$ cat config.mk
export PLATFORM = sky130hd
export DESIGN_NAME = apple2_kbd_decoder
export DESIGN_NICKNAME = d
export VERILOG_FILES = /design/src/rtl/apple2_kbd_decoder.sv
export SDC_FILE = /design/constraint.sdc
export NUM_CORES = 1
export LEC_CHECK = 0
export BUFFER_PORTS_ARGS = -buffer_cell sky130_fd_sc_hd__buf_2
export CAP_MARGIN = 0
export CORE_AREA = 2 2 80 82
export DETAILED_ROUTE_END_ITERATION = 10
export DIE_AREA = 0 0 82 84
export PLACE_DENSITY = 0.69
export RECOVER_POWER = 100
export SYNTH_ARGS = -nofsm -noshare
export SYNTH_HDL_FRONTEND = slang
export SYNTH_SLANG_ARGS = --single-unit
$ cat constraint.sdc
create_clock -name CLK_14M -period 2.9 [get_ports CLK_14M]
set_clock_uncertainty 0.15 [all_clocks]
set_input_delay 0.29 -clock CLK_14M [delete_from_list [all_inputs] [get_ports CLK_14M]]
set_output_delay 0.29 -clock CLK_14M [all_outputs]
set_load 0.01 [all_outputs]
$ cat src/rtl/apple2_kbd_decoder.sv
// apple2_kbd_decoder
// Converts MiSTer PS/2 key events into the Apple II+ keyboard register.
// Tracks the shift/ctrl modifiers and maps scancodes to uppercase-only ASCII.
// A mapped make latches the character with strobe bit 7 set. A CPU access
// to $C010 clears that strobe.
//
// Ports:
//   CLK_14M  in   master clock; all logic runs on its rising edge
//   reset    in   asynchronous, active-high reset
//   PS2_Key  in   [10] event toggle, [9] make(1)/break(0), [8] E0 prefix,
//                 [7:0] scancode
//   reads    in   one-cycle pulse when the CPU touches $C010
//   K        out  [7] strobe, [6:0] ASCII of the last mapped key
//   akd      out  high while the key that produced K is held down
//
// Latency: the toggle change is sampled on edge A, which registers ev_q
// and ev_key. The lookup is combinational from those registers, and K/akd
// are written on edge B.

module apple2_kbd_decoder (
  input  logic        CLK_14M,
  input  logic        reset,
  input  logic [10:0] PS2_Key,
  input  logic        reads,
  output logic [7:0]  K,
  output logic        akd
);

  logic       tog_q;
  logic       armed;
  logic       ev_q;
  logic [9:0] ev_key;
  logic       lshift;
  logic       rshift;
  logic       ctrl;
  logic [8:0] held;

  logic       ev;
  logic       mapped;
  logic [6:0] base;
  logic [6:0] ascii;
  logic       shift;

  // The first clock after reset only loads tog_q, so a toggle level that
  // was held through reset is never mistaken for an event.
  assign ev    = armed && (tog_q != PS2_Key[10]);
  assign shift = lshift | rshift;

  always_comb begin
    base   = 7'h00;
    mapped = 1'b1;
    if (ev_key[8]) begin
      case (ev_key[7:0])
        8'h6B:   base = 7'h08;
        8'h74:   base = 7'h15;
        8'h75:   base = 7'h0B;
        8'h72:   base = 7'h0A;
        default: mapped = 1'b0;
      endcase
    end else begin
      case (ev_key[7:0])
        8'h1C: base = 7'h41;  8'h32: base = 7'h42;  8'h21: base = 7'h43;
        8'h23: base = 7'h44;  8'h24: base = 7'h45;  8'h2B: base = 7'h46;
        8'h34: base = 7'h47;  8'h33: base = 7'h48;  8'h43: base = 7'h49;
        8'h3B: base = 7'h4A;  8'h42: base = 7'h4B;  8'h4B: base = 7'h4C;
        8'h3A: base = 7'h4D;  8'h31: base = 7'h4E;  8'h44: base = 7'h4F;
        8'h4D: base = 7'h50;  8'h15: base = 7'h51;  8'h2D: base = 7'h52;
        8'h1B: base = 7'h53;  8'h2C: base = 7'h54;  8'h3C: base = 7'h55;
        8'h2A: base = 7'h56;  8'h1D: base = 7'h57;  8'h22: base = 7'h58;
        8'h35: base = 7'h59;  8'h1A: base = 7'h5A;
        8'h16: base = shift ? 7'h21 : 7'h31;
        8'h1E: base = shift ? 7'h40 : 7'h32;
        8'h26: base = shift ? 7'h23 : 7'h33;
        8'h25: base = shift ? 7'h24 : 7'h34;
        8'h2E: base = shift ? 7'h25 : 7'h35;
        8'h36: base = shift ? 7'h5E : 7'h36;
        8'h3D: base = shift ? 7'h26 : 7'h37;
        8'h3E: base = shift ? 7'h2A : 7'h38;
        8'h46: base = shift ? 7'h28 : 7'h39;
        8'h45: base = shift ? 7'h29 : 7'h30;
        8'h41: base = shift ? 7'h3C : 7'h2C;
        8'h4E: base = shift ? 7'h5F : 7'h2D;
        8'h49: base = shift ? 7'h3E : 7'h2E;
        8'h4A: base = shift ? 7'h3F : 7'h2F;
        8'h4C: base = shift ? 7'h3A : 7'h3B;
        8'h52: base = shift ? 7'h22 : 7'h27;
        8'h55: base = shift ? 7'h2B : 7'h3D;
        8'h54: base = shift ? 7'h7B : 7'h5B;
        8'h5B: base = shift ? 7'h7D : 7'h5D;
        8'h5D: base = shift ? 7'h7C : 7'h5C;
        8'h0E: base = shift ? 7'h7E : 7'h60;
        8'h5A: base = 7'h0D;
        8'h66: base = 7'h08;
        8'h0D: base = 7'h09;
        8'h76: base = 7'h1B;
        8'h29: base = 7'h20;
        default: mapped = 1'b0;
      endcase
    end
  end

  // Only letters land in 0x41-0x5A. Shifted digits and brackets fall
  // outside that range, so ctrl leaves them alone.
  always_comb begin
    ascii = base;
    if (ctrl && (base >= 7'h41) && (base <= 7'h5A))
      ascii = base & 7'h1F;
  end

  always_ff @(posedge CLK_14M or posedge reset) begin
    if (reset) begin
      tog_q  <= 1'b0;
      armed  <= 1'b0;
      ev_q   <= 1'b0;
      ev_key <= 10'h000;
    end else begin
      tog_q <= PS2_Key[10];
      armed <= 1'b1;
      ev_q  <= ev;
      if (ev)
        ev_key <= PS2_Key[9:0];
    end
  end

  always_ff @(posedge CLK_14M or posedge reset) begin
    if (reset) begin
      lshift <= 1'b0;
      rshift <= 1'b0;
      ctrl   <= 1'b0;
    end else if (ev_q) begin
      if (ev_key[8:0] == 9'h012) lshift <= ev_key[9];
      if (ev_key[8:0] == 9'h059) rshift <= ev_key[9];
      if (ev_key[7:0] == 8'h14)  ctrl   <= ev_key[9];
    end
  end

  // A mapped write is placed after the reads clear, so a new key that
  // lands in the same cycle as a reads pulse keeps its strobe.
  always_ff @(posedge CLK_14M or posedge reset) begin
    if (reset) begin
      K    <= 8'h00;
      akd  <= 1'b0;
      held <= 9'h000;
    end else begin
      if (reads)
        K[7] <= 1'b0;
      if (ev_q && ev_key[9] && mapped) begin
        K    <= {1'b1, ascii};
        akd  <= 1'b1;
        held <= ev_key[8:0];
      end else if (ev_q && !ev_key[9] && (ev_key[8:0] == held)) begin
        akd <= 1'b0;
      end
    end
  end

endmodule

==> impl_metrics.toml, run 1 <==
[synth]
seq_area_frac_synth_pct = 28.80
synth_ff_type = "dfrtp_1"
synth_area_leaders = "dfrtp_1 29%, nand2_1 5.5%, mux2_2 5.3%"
synth.avg_cell_area_um2 = 8.183
postSynthCellCount = 361
synth_top_cell_by_area = "dfrtp_1"
synth_edf_count = 0
ys_async_sr_fraction_pct = 100.0
ys.warnings.count = 0
syn-num-nets = 375
synth_top_cell_area_share_pct = 28.80
synth_cell_type_count = 68
synth-seq-cells = 34
syn_area_mm2 = 0.002954

[grt]
grt.overflow.total = 0
antenna_found_initial = 0
grt_max_degree = 35
grt_pass1_wl_um = 17460
grt_usage_pct = 33.62
grt_pass1_vias = 3287

[cts]
cts_tree = "yes"
cts_buffers = 5
cts_buffer_depth = 2
clk_latency_ns = 0.29
cts_root_buf = "clkbuf_8"
clock_sinks = 34
htree_levels = 2
cts.clk_slew.worst_paths_ns = 0.08

[sta]
setup_violations = 0
tns_ns = 0
fmax_mhz = 351.8
relSlewSlack_pct = 52.07
tightestPinTransition_ns = 0.7123
finalHoldViolCount = 0
fin_crit_sh_pct = 98.02
rsz0062_at_grt = "yes"
min_period_ns = 2.843
slew_viol_final = 0

[finish]
design_area_mm2 = 0.004028
layout_commonest_cell = "buf_4"
num_antenna_cells = 0
fillerInstances = 532
multi_input_area_mm2 = 0.002017
seq_area_um2 = 857.1
drive_gt1_share_pct = 36.18
final_nets = 469
final_cell_mix = "92 x buf_4, 43 x nand2_1, 29 x dfrtp_1"
syn_to_final_growth_pct = 36.34

[hold_path]
hold_path.class = "primary input to flop"
min-delay-start = "reads"

[flow_run]
maxCapViolations = 0

[routing]
drt-total-wl_um = 10890
route.detailed.wl_per_inst_um = 20.43
drt-initial-drc-count = 383
via_per_inst = 6.238
via_count = 3325
ant_nets = 0
drc = 0
dr.pass1.iters = 5

[setup_path]
crit_type = "flop to flop"
r2r_start = "ev_key[7]$_DFFE_PP0P_"
cp_data_required_time_ns = 2.93
cp.arrival_ns = 2.87
cp_max_fo = 9
end_kind = "flop"
startpoint_type = "flop"
critPathLaunch = "ev_key[7]$_DFFE_PP0P_"

[place]
placed_area_mm2 = 0.003700
port_buffers = 22
globalplace.congestion = 0.9555
hpwl_um = 8173

[power_and_ir_drop]
power_uw = 2589
p_leak_uw = 0.001761
power.density_mw_per_mm2 = 642.9
ir_drop_mv = 0.4766

[die]
rows = 29
die_y_um = 84
initial_core_util_pct = 48.46
dieArea_mm2 = 0.006888
core_area_mm2 = 0.006096
fp.dieW_um = 82
ios = 23

[status]
status = "complete, no violations"
## synthesized netlist by cell type, drive strengths merged (3+ instances only)
cell type	number
nor3	13
nor4	7
xor2	7
or4b	4
xnor2	7
nand2	43
nor4b	4
and3b	3
nor2b	10
mux2	15
a22oi	3
nand3	16
o211ai	4
o32ai	4
or3	3
o21ai	15
a211oi	8
nor2	20
nand3b	4
o22ai	5
nand4	3
and2	4
a21oi	18
mux2i	5
buf	22
clkbuf	12
dfrtp	34
a32oi	3
a311oi	3
nand2b	12
inv	8
## critical path: stages, from the launching register on
cell	delay (ns)
dfrtp_2	0.48
buf_4	0.19
buf_4	0.16
or3b_1	0.47
o22ai_1	0.23
a311oi_2	0.17
nor2b_1	0.20
a32oi_2	0.29
nor3_1	0.10
a32oi_1	0.20
o21ai_0	0.10
## path summary, 6_finish.rpt
| check | slack [ns] | cells past startpoint | endpoint |
|---|---|---|---|
| max | 0.06 | 10 | K[6]$_DFFE_PP0P_ |
| min in group asynchronous | 0.48 | 4 | tog_q$_DFF_PP0_ |
| max in group asynchronous | 1.78 | 4 | ev_key[6]$_DFFE_PP0P_ |
| min | 0.03 | 2 | K[7]$_DFFE_PP0P_ |
| min reg2reg | 0.36 | 2 | K[5]$_DFFE_PP0P_ |
| max reg2reg | 0.06 | 10 | K[6]$_DFFE_PP0P_ |
## where the power goes
group | switching [uW] | total (uW) | leakage [uW] | internal, uW
sequential | 112 | 713 | 0.000428 | 600
clock | 198 | 543 | 0.0000683 | 345
combinational | 706 | 1330 | 0.00126 | 628
## flip-flops by register name, summed over array words and instances, names as in the netlist
signal,cells
ev_key,10
armed,1
lshift,1
akd,1
K,8
tog_q,1
rshift,1
held,9
ev_q,1
ctrl,1
## area by class of cell
type	instances	area share (%)
flip-flops and latches	34	21.28
clock inverters	3	1.709
repair buffers	121	22.09
multi-input cells	285	50.08
clock buffers	5	1.709
inverters	8	0.7456
well taps	77	2.392
## logic make-up (layout without fill, tap and decap cells)
logic type      after synthesis  count (layout)  synth area share, %
other cells                   1               1               0.1269
mux                          20              20                7.539
simple gates                162             162                30.88
compound gates               88              88                21.52
flops                        34              34                28.80
buf+inv                      42             137                6.988
xor+xnor                     14              14                4.151
## per-stage QoR
| step | utilization, % | setup slack [ns] | hold slack [ns] | instances |
|---|---|---|---|---|
| floorplan | - | 0.05935 | 0.1714 | 361 |
| global placement | 60.69 | -0.2891 | 0.2416 | 518 |
| detailed placement | 60.69 | -0.2822 | 0.2575 | 518 |
| CTS | 64.10 | 0.008606 | 0.02446 | 529 |
| global route | 66.07 | -0.06201 | 0.02620 | 533 |
| finish | 66.07 | 0.05735 | 0.02755 | 533 |
## layer usage
metal,part of all wire (%),GRT usage (%),vias to the layer above
met2,46,50.48,167
met3,6.1,6.277,41
li1,-,-,1522
met4,4.0,11.82,0
met5,0,0,-
met1,44,47.94,1595
## timing repair
| item | in CTS | in global routing |
|---|---|---|
| buffers inserted | 1 | 4 |
| pin swaps | 2 | 7 |
| hold buffers | 2 | 0 |
| setup endpoints to repair | 18 | 17 |
| gates resized for setup | 7 | 22 |
| hold endpoints to repair | 35 | 0 |
(Power assumes the default switching activity.)
==> run 2: changes to the inputs <==
- HOLD_SLACK_MARGIN: unset -> 0.05
- TNS_END_PERCENT: unset -> 1
==> run 2 against run 1 <==
Against the previous run: sequential share of layout area decreased by 0.32 points; sequential power about the same; routed wire length increased by 1.7%; critical endpoint unchanged; largest cell class unchanged.
==> impl_metrics.toml, run 2 (synthesis results as in run 1) <==
[cts]
cts.clk_slew.worst_paths_ns = 0.08
htree_levels = 2
clk_latency_ns = 0.29
clock_sinks = 34
cts_root_buf = "clkbuf_8"
cts_buffers = 5
cts_buffer_depth = 2
cts_tree = "yes"

[sta]
fin_crit_sh_pct = 98.61
tightestPinTransition_ns = 0.7118
relSlewSlack_pct = 52.11
slew_viol_final = 0
fmax_mhz = 349.7
finalHoldViolCount = 0
min_period_ns = 2.860
whs_ns = 0.04882
rsz0062_at_grt = "yes"
setup_violations = 0

[place]
globalplace.congestion = 0.9555
placed_area_mm2 = 0.003700
place_inst = 518
port_buffers = 22
hpwl_um = 8173

[routing]
via_per_inst = 6.147
dr.pass1.iters = 7
ant_nets = 0
route.detailed.wl_per_inst_um = 20.55
via_count = 3313
drt-total-wl_um = 11070
drc = 0
drt-initial-drc-count = 299

[setup_path]
reg2reg_slack_ns = 0.04
crit_type = "flop to flop"
cp.arrival_ns = 2.89
end_kind = "flop"
cp_data_required_time_ns = 2.93
r2r_start = "ev_key[7]$_DFFE_PP0P_"
startpoint_type = "flop"
cp_max_fo = 9
rr_endpoint = "K[6]$_DFFE_PP0P_"
reg2regPathDepth = 10

[finish]
reg_top3 = "ev_key (10), held (9), K (8)"
largest_reg_flops = 10
drive_gt1_share_pct = 35.93
layoutNonFillerInstCount = 539
regMostFlops = "ev_key"
final_cell_mix = "92 x buf_4, 43 x nand2_1, 29 x dfrtp_1"
num_antenna_cells = 0
design_area_mm2 = 0.004089
final_nets = 475
layout_commonest_cell = "buf_4"
final_util_pct = 67.08
syn_to_final_growth_pct = 38.42
fillerInstances = 514

[die]
core_area_mm2 = 0.006096
dieArea_mm2 = 0.006888
die_y_um = 84
fp.dieW_um = 82
initial_core_util_pct = 48.46
rows = 29
ios = 23

[power_and_ir_drop]
ir_drop_mv = 0.4771
power.density_mw_per_mm2 = 635.9
p_leak_uw = 0.001788

[grt]
grt_pass1_vias = 3318
antenna_found_initial = 0
grt_max_degree = 35
grt.overflow.total = 0
grt_usage_pct = 33.98
grt_pass1_wl_um = 17640

[hold_path]
min-delay-start = "PS2_Key[0]"
holdPathEnd = "ev_key[0]$_DFFE_PP0P_"
worstHoldPathCells = 3
hold_path.class = "primary input to flop"

[flow_run]
maxCapViolations = 0

[status]
status = "complete, no violations"
## run 2: cell type report
| class | count | area, um^2 | area share, % |
|---|---|---|---|
| inverter | 8 | 30.03 | 0.7344 |
| timing repair buffer | 127 | 950.9 | 23.26 |
| clock buffer | 5 | 68.82 | 1.683 |
| clock inverter | 3 | 68.82 | 1.683 |
| tap | 77 | 96.34 | 2.356 |
| multi-input combinational | 285 | 2017 | 49.33 |
| sequential | 34 | 857.1 | 20.96 |
## run 2: layer usage
metal / track usage [%] / up-vias / part of all wire (%) / wire length (um)
met2: 51.07 / 172 / 46 / 5147
met3: 6.494 / 32 / 6.4 / 713
li1: - / 1531 / - / -
met4: 11.82 / 0 / 3.2 / 358
met1: 48.35 / 1578 / 44 / 4854
met5: 0 / - / 0 / 0
## run 2: what timing repair did
item,CTS,global route
hold buffers,7,1
pin swaps,2,7
hold endpoints to repair,40,1
endpoints found under the setup margin,18,17
buffers inserted,1,4
gates resized for setup,7,22
## run 2: worst max-delay path by stage
stage / start / to / cells after the start
after CTS: ev_key[6]$_DFFE_PP0P_ / K[6]$_DFFE_PP0P_ / 11
final: ev_key[7]$_DFFE_PP0P_ / K[6]$_DFFE_PP0P_ / 10
after global placement: ev_key[5]$_DFFE_PP0P_ / held[4]$_DFFE_PP0P_ / 8
after floorplan: ev_key[4]$_DFFE_PP0P_ / held[1]$_DFFE_PP0P_ / 9
after global routing: ev_key[7]$_DFFE_PP0P_ / K[6]$_DFFE_PP0P_ / 10
after detailed placement: ev_key[5]$_DFFE_PP0P_ / held[3]$_DFFE_PP0P_ / 8
## run 2: metrics by stage
| stage | total power, uW | setup slack, ns | TNS (ns) |
|---|---|---|---|
| 2_1_floorplan | 1410 | 0.05935 | 0 |
| 3_3_place_gp | 1938 | -0.2891 | -3.877 |
| 3_5_place_dp | 1961 | -0.2822 | -3.711 |
| 4_1_cts | 2528 | 0.008606 | 0 |
| 5_1_grt | 2738 | -0.06239 | -0.09865 |
| 6_report | 2600 | 0.04035 | 0 |
## run 2: critical path: stages, from the launching register on
cell and delay, ns:
dfrtp_2 0.48, buf_4 0.19, buf_4 0.16, or3b_1 0.47, o22ai_1 0.24, a311oi_2 0.18
nor2b_1 0.20, a32oi_2 0.29, nor3_1 0.10, a32oi_1 0.20, o21ai_0 0.10
## run 2: report_power, final
part | switching (uW) | internal, uW | leakage, uW
combinational | 709 | 633 | 0.00129
clock | 200 | 345 | 0.0000683
sequential | 113 | 600 | 0.000428
total | 1020 | 1580 | 0.00179
